File: config.mk
export PLATFORM = sky130hd
export DESIGN_NAME = countdown_timer_flat
export DESIGN_NICKNAME = d
export VERILOG_FILES = /design/src/rtl/countdown_timer_if.sv /design/src/rtl/countdown_timer.sv /design/src/flat_wrapper.sv
export SDC_FILE = /design/constraint.sdc
export NUM_CORES = 1
export LEC_CHECK = 0
export CAP_MARGIN = 10
export CORE_ASPECT_RATIO = 1.75
export CORE_MARGIN = 4
export CORE_UTILIZATION = 25
export DETAILED_ROUTE_END_ITERATION = 7
export HOLD_SLACK_MARGIN = 0.12
export PLACE_DENSITY_LB_ADDON = 0.1
export SYNTH_ARGS = -nofsm -noshare
export SYNTH_HDL_FRONTEND = slang
export SYNTH_SLANG_ARGS = --single-unit
File: constraint.sdc
create_clock -name clk -period 3.25 [get_ports clk]
set_input_delay 0.8125 -clock clk [delete_from_list [all_inputs] [get_ports clk]]
set_output_delay 0.8125 -clock clk [all_outputs]
set_load 0.005 [all_outputs]
File: src/rtl/countdown_timer_if.sv
// Control/status bundle between the lab datapath and countdown_timer.
// The datapath drives en/load/vbdValue and observes count/busy/tc.
interface countdown_timer_if #(
    parameter int WIDTH = 8
);
    logic             en;
    logic             load;
    logic [WIDTH-1:0] vbdValue;
    logic [WIDTH-1:0] count;
    logic             busy;
    logic             tc;

    modport master (output en, load, vbdValue, input  count, busy, tc);
    modport slave  (input  en, load, vbdValue, output count, busy, tc);
endinterface

File: src/rtl/countdown_timer.sv
// Loadable down-counter with prescaler and a one-cycle terminal-count pulse.
// Define COUNTDOWN_AUTORELOAD_EN to restart from the loaded value at terminal count.
module countdown_timer #(
    parameter int WIDTH    = 8,
    parameter int PRESCALE = 1
) (
    input  logic               clk,
    input  logic               rst,
    countdown_timer_if.slave   bus
);
    localparam int            PW       = (PRESCALE > 1) ? $clog2(PRESCALE) : 1;
    localparam logic [PW-1:0] PRE_LAST = PW'(PRESCALE - 1);

    typedef enum logic [1:0] {IDLE, RUN, DONE} state_e;

    state_e           state_q, state_d;
    logic [WIDTH-1:0] count_q, count_d;
    logic [WIDTH-1:0] reload_q, reload_d;
    logic [PW-1:0]    pre_q, pre_d;
    logic             busy_q;
    logic             tc_q, tc_d;

    always_comb begin
        state_d  = state_q;
        count_d  = count_q;
        reload_d = reload_q;
        pre_d    = pre_q;
        tc_d     = 1'b0;
        if (bus.load) begin
            // Load beats any decrement on the same edge, so no tc here.
            count_d  = bus.vbdValue;
            reload_d = bus.vbdValue;
            pre_d    = '0;
            state_d  = (bus.vbdValue != '0) ? RUN : IDLE;
        end else if (state_q == RUN && bus.en) begin
            if (pre_q == PRE_LAST) begin
                pre_d = '0;
                if (count_q > WIDTH'(1)) begin
                    count_d = count_q - WIDTH'(1);
                end else begin
                    tc_d = 1'b1;
`ifdef COUNTDOWN_AUTORELOAD_EN
                    count_d = reload_q;
`else
                    count_d = '0;
                    state_d = DONE;
`endif
                end
            end else begin
                pre_d = pre_q + PW'(1);
            end
        end
    end

    always_ff @(posedge clk) begin
        if (rst) begin
            state_q  <= IDLE;
            count_q  <= '0;
            reload_q <= '0;
            pre_q    <= '0;
            busy_q   <= 1'b0;
            tc_q     <= 1'b0;
        end else begin
            state_q  <= state_d;
            count_q  <= count_d;
            reload_q <= reload_d;
            pre_q    <= pre_d;
            busy_q   <= (state_d == RUN);
            tc_q     <= tc_d;
        end
    end

    assign bus.count = count_q;
    assign bus.busy  = busy_q;
    assign bus.tc    = tc_q;
endmodule

File: src/flat_wrapper.sv
// flat-port wrapper written by rule: the top's interface ports become plain ports
module countdown_timer_flat 
#(
    parameter int WIDTH    = 8,
    parameter int PRESCALE = 1
)
  (clk, rst, bus_en, bus_load, bus_vbdValue, bus_count, bus_busy, bus_tc);
  countdown_timer_if #(.WIDTH(WIDTH)) bus_i ();
  input  logic clk;
  input  logic rst;
  input wire logic [$bits(bus_i.en)-1:0] bus_en;
  input wire logic [$bits(bus_i.load)-1:0] bus_load;
  input wire logic [$bits(bus_i.vbdValue)-1:0] bus_vbdValue;
  output wire logic [$bits(bus_i.count)-1:0] bus_count;
  output wire logic [$bits(bus_i.busy)-1:0] bus_busy;
  output wire logic [$bits(bus_i.tc)-1:0] bus_tc;
  assign bus_i.en = bus_en;
  assign bus_i.load = bus_load;
  assign bus_i.vbdValue = bus_vbdValue;
  assign bus_count = bus_i.count;
  assign bus_busy = bus_i.busy;
  assign bus_tc = bus_i.tc;
  countdown_timer #(.WIDTH(WIDTH), .PRESCALE(PRESCALE)) u_core (.clk(clk), .rst(rst), .bus(bus_i));
endmodule
# --- Word-level counts from Yosys, hierarchy flattened ---
# Index checks and enable logic that the tools add are counted.
classes:
  add_sub_neg: 2
  n_mul: 0
  div_mod_pow: 0
  n_lt_le_gt_ge: 1
  eq_ne: 3
  shifts: 0
  n_mux: 11
  bitwise: 1
  reduce_logical: 6
op_table:
  columns: ["cell", "n"]
  rows:
  - ["8-bit 2-to-1 mux", 4]
  - ["8-bit by 1-bit > comparator with 1-bit output (second input constant)", 1]
  - ["2-bit 2-to-1 mux", 4]
  - ["8-bit nonzero test", 1]
  - ["8-bit by 1-bit subtractor with 8-bit output (second input constant)", 1]
  - ["2-bit by 1-bit == test with 1-bit output (second input constant)", 2]
  - ["4-bit OR reduction", 1]
  - ["1-bit 2-to-1 mux", 3]
  - ["2-bit inequality test (second input constant)", 1]
  - ["2-bit AND reduction", 1]
  - ["2-bit nonzero test", 1]
  - ["2-bit OR reduction", 1]
  - ["1-bit adder (second input constant)", 1]
  - ["1-bit logical AND", 1]
  - ["1-bit inverter", 1]
totals:
  reg_bits: 13
  latch_bits: 0
  ram_bits: 0
  mem_bits_ro: 0
  inputBits: 12
  output_inout_bits: 10
  n_memories: 0

# --- Longest topological paths before layout ---
logic_depth:
  depth_word: 6
  mapped_depth: 7
  mapped_depth_nobuf: 7

# --- Least setup slack after synthesis ---
# No wires, ideal clock.
synth_timing:
  path_kind: "input to register"
  start: "in bus_en"
  end: "reg u_core.count_q[4], in the netlist u_core.bus.count[4]"
  arrival_ps: 1768
  required_time_ps: 3167
  path_slack_ps: 1399
  path_stages: 4
  path_cell_list: "nand3b_1 nor3_1 or2b_2 o221ai_1"
synth_via:
  elab_chain_len: 3
synth_rtl:
  columns: ["element", "line_no", "source"]
  rows:
  - ["start: declaration", "flat_wrapper.sv:11", "input wire logic [$bits(bus_i.en)-1:0] bus_en;"]
  - ["1-bit logical AND", "countdown_timer.sv:35", "end else if (state_q == RUN && bus.en) begin"]
  - ["2-bit nonzero test (no source line)", null, null]
  - ["2-bit AND reduction (no source line)", null, null]
  - ["end signal: assignment", "countdown_timer.sv:65", "count_q <= count_d;"]
  - ["end: declaration", "countdown_timer.sv:17", "logic [WIDTH-1:0] count_q, count_d;"]
# Every way passes these cells.
# A chain may end at the register's enable or synchronous reset.

# --- Worst setup path after layout ---
# Same ends and word-level chain as after synthesis.

==> results.yml <==
route:
  vias: 722
  drtIter0Drc: 21
  via_per_inst: 5.39
  dr.pass1.iters: 4
  routed_wl_um: 1980
  ant_nets: 0
  drc: 0
  avgRoutedWirePerCell_um: 14.8
critical_path:
  crit_arrival_ns: 2.56
  critPathMaxFanout: 8
  reg2reg_depth: 7
  reg2reg_from: "u_core.bus.count[0]"
  endpoint: "u_core.bus.count[4]"
  critPathCaptureType: "flop"
  r2r_end: "u_core.bus.count[4]"
  worstPathRequired_ns: 3.40
  cp-start-kind: "input port"
  startpoint: "bus_en"
  path_class: "input port to flop"
  rrSetupSlack_ns: 1.10
place:
  portBuffers: 21
  gp_congestion: 0.811
  dp_worst_setup_slack_ns: 0.569
  dp_hpwl_um: 1570
  place_area_sq_um: 927
  place_inst: 131
global_routing:
  grt_max_degree: 22
  grt_pass1_wl_um: 3180
  grt_antenna_before_repair: 0
  grt-ovfl-total: 0
  track_usage_pct: 11.9
  first_global_vias: 706
logic_synthesis:
  synth_top_flop_cell: "dfxtp_1"
  async_reset_ff_share_pct: 0
  synthAdderAreaFrac_pct: 3.64
  yosysWarnings: 0
  synthMuxAreaShare_pct: 0
  synth-seq-area-share_pct: 34.9
  yosysMostFrequentCell: "dfxtp_1"
  ys_ff_latch: 12
  ys_top_cells_by_count: "dfxtp_1 (12), a21oi_1 (8), nor2_1 (8)"
  synth-compound-area-share_pct: 22.5
  syn_avg_cell_area_sq_um: 8.00
  synthSimpleGateAreaFrac_pct: 30.9
  yosysTopAreaCell: "dfxtp_1"
  synth.cell_area_sq_um: 688
  synth_cells: 86
  yosysTopAreaCellShare_pct: 34.9
  synth_edf_count: 0
  synthTopCellsByArea: "dfxtp_1 (35%), a21oi_1 (5.8%), nor2_1 (4.4%), inv_1 (3.8%), nand2_1 (3.8%)"
  syn_nets: 100
  synth_cell_type_count: 30
  synth_top_family_by_area: "simple AND/OR/NAND/NOR gates"
  synth-xor-area-share_pct: 2.55
sta:
  slew-limit-headroom_pct: 62.3
  slew_viol_final: 0
  clock_skew_ns: 0.00336
  rsz0062_at_grt: "no"
  worst_pin_slew_ns: 0.561
  setup_violations: 0
  hold_viol: 0
  fin_ws_ns: 0.842
  hold_slack_ns: 0.566
  clock.fmax_mhz: 415
  fin_crit_ns: 2.41
  period_share_pct: 74.1
  finalSetupTns_ns: 0
clock_network:
  post_cts_buffers: 0
  cts_tree: "built"
  htreeDepth: 1
  clock_latency_ns: 0.24
  cts_hold_buf: 0
  clockBufferDepth: 2
  clk_pin_slew_ns: 0.05
  cts_made_buffers: 3
  clock-root-buffer: "clkbuf_8"
  cts.sinks: 12
  cts_resized: 0
finish:
  design_area_sq_um: 968
  num-nets-final: 124
  utilization_pct: 37.9
  layout.cells.non_filler: 134
  synthToLayoutAreaGrowth_pct: 40.7
  drive_gt1_share_pct: 9.26
  antenna_cells: 0
power:
  total_power_mw: 0.408
  switching_share_pct: 28.1
  p_sw_mw: 0.114
  power.internal_mw: 0.293
  seqPwrFrac_pct: 41.4
  powerDensity_nw_per_um2: 421
  clockPowerShare_pct: 33.2
  p_comb_share_pct: 25.4
  p_leak_nw: 0.351
  ir_drop_mv: 0.213
die:
  ios: 22
  rows: 24
  core_sq_um: 2550
  start_util_pct: 27.0
  dieWidth_um: 47.7
  die_y_um: 77.4
  die-area_sq_um: 3690
status:
  status: "finished clean"
min_path:
  hp-class: "flop to flop"
job:
  cap_violations: 0
[flip-flops by register name, indices dropped and copies added (netlist names)]
| signal | cells |
|---|---|
| u_core.bus.count | 8 |
| u_core.state_q | 2 |
| u_core.bus.busy | 1 |
| u_core.bus.tc | 1 |
[cell usage in the layout, fill, tap and decap left out, types with 5 or more instances in the layout]
cell,netlist,layout
nor3_1,5,5
a21oi_1,8,8
dfxtp_1,12,12
nand2_1,7,7
inv_1,7,7
nor2_1,8,8
clkdlybuf4s50_1,0,21
[cell type report]
cell class                 instances  area [sq um]
sequential                        12           240
clock buffer                       3          41.3
fill                             254          1580
multi-input combinational         64           410
tap                               26          32.5
timing repair buffer              22           218
inverter                           7          26.3
[per-layer routing]
layer	vias up	wire length [um]	track usage, %
met3	11	133	3.24
met4	0	78	7.28
met2	23	979	18.7
met1	327	792	13.3
li1	361	-	-
met5	-	0	0
[logic make-up after synthesis]
kind of cell	after synthesis
compound gates	24
xor+xnor	2
fa+ha+maj	2
buf+inv	10
flops	12
simple gates	36
[critical path: stages]
cell and delay, ns:
clkdlybuf4s50_1 0.51, nand3b_1 0.23, nor3_1 0.44, or2b_2 0.36
o221ai_1 0.20
[worst min-delay path by stage]
stage | start | to | slack, ns | depth (start not counted)
2_1_floorplan | u_core.state_q[1] | u_core.state_q[1] | 0.52 | 2
3_3_place_gp | u_core.bus.count[3] | u_core.bus.count[3] | 0.55 | 2
3_5_place_dp | u_core.bus.count[3] | u_core.bus.count[3] | 0.55 | 2
4_1_cts | u_core.bus.count[3] | u_core.bus.count[3] | 0.56 | 2
5_1_grt | u_core.bus.count[3] | u_core.bus.count[3] | 0.60 | 2
6_report | u_core.bus.count[3] | u_core.bus.count[3] | 0.57 | 2
[power by group through the flow]
stage	Clock (mW)	Combinational [mW]	Sequential (mW)
after floorplan	0	0.0588	0.170
after global placement	0	0.105	0.172
after detailed placement	0	0.104	0.172
after CTS	0.139	0.104	0.169
after global routing	0.143	0.114	0.170
final	0.136	0.103	0.169
No activity file was read; power rests on OpenSTA's default activity.
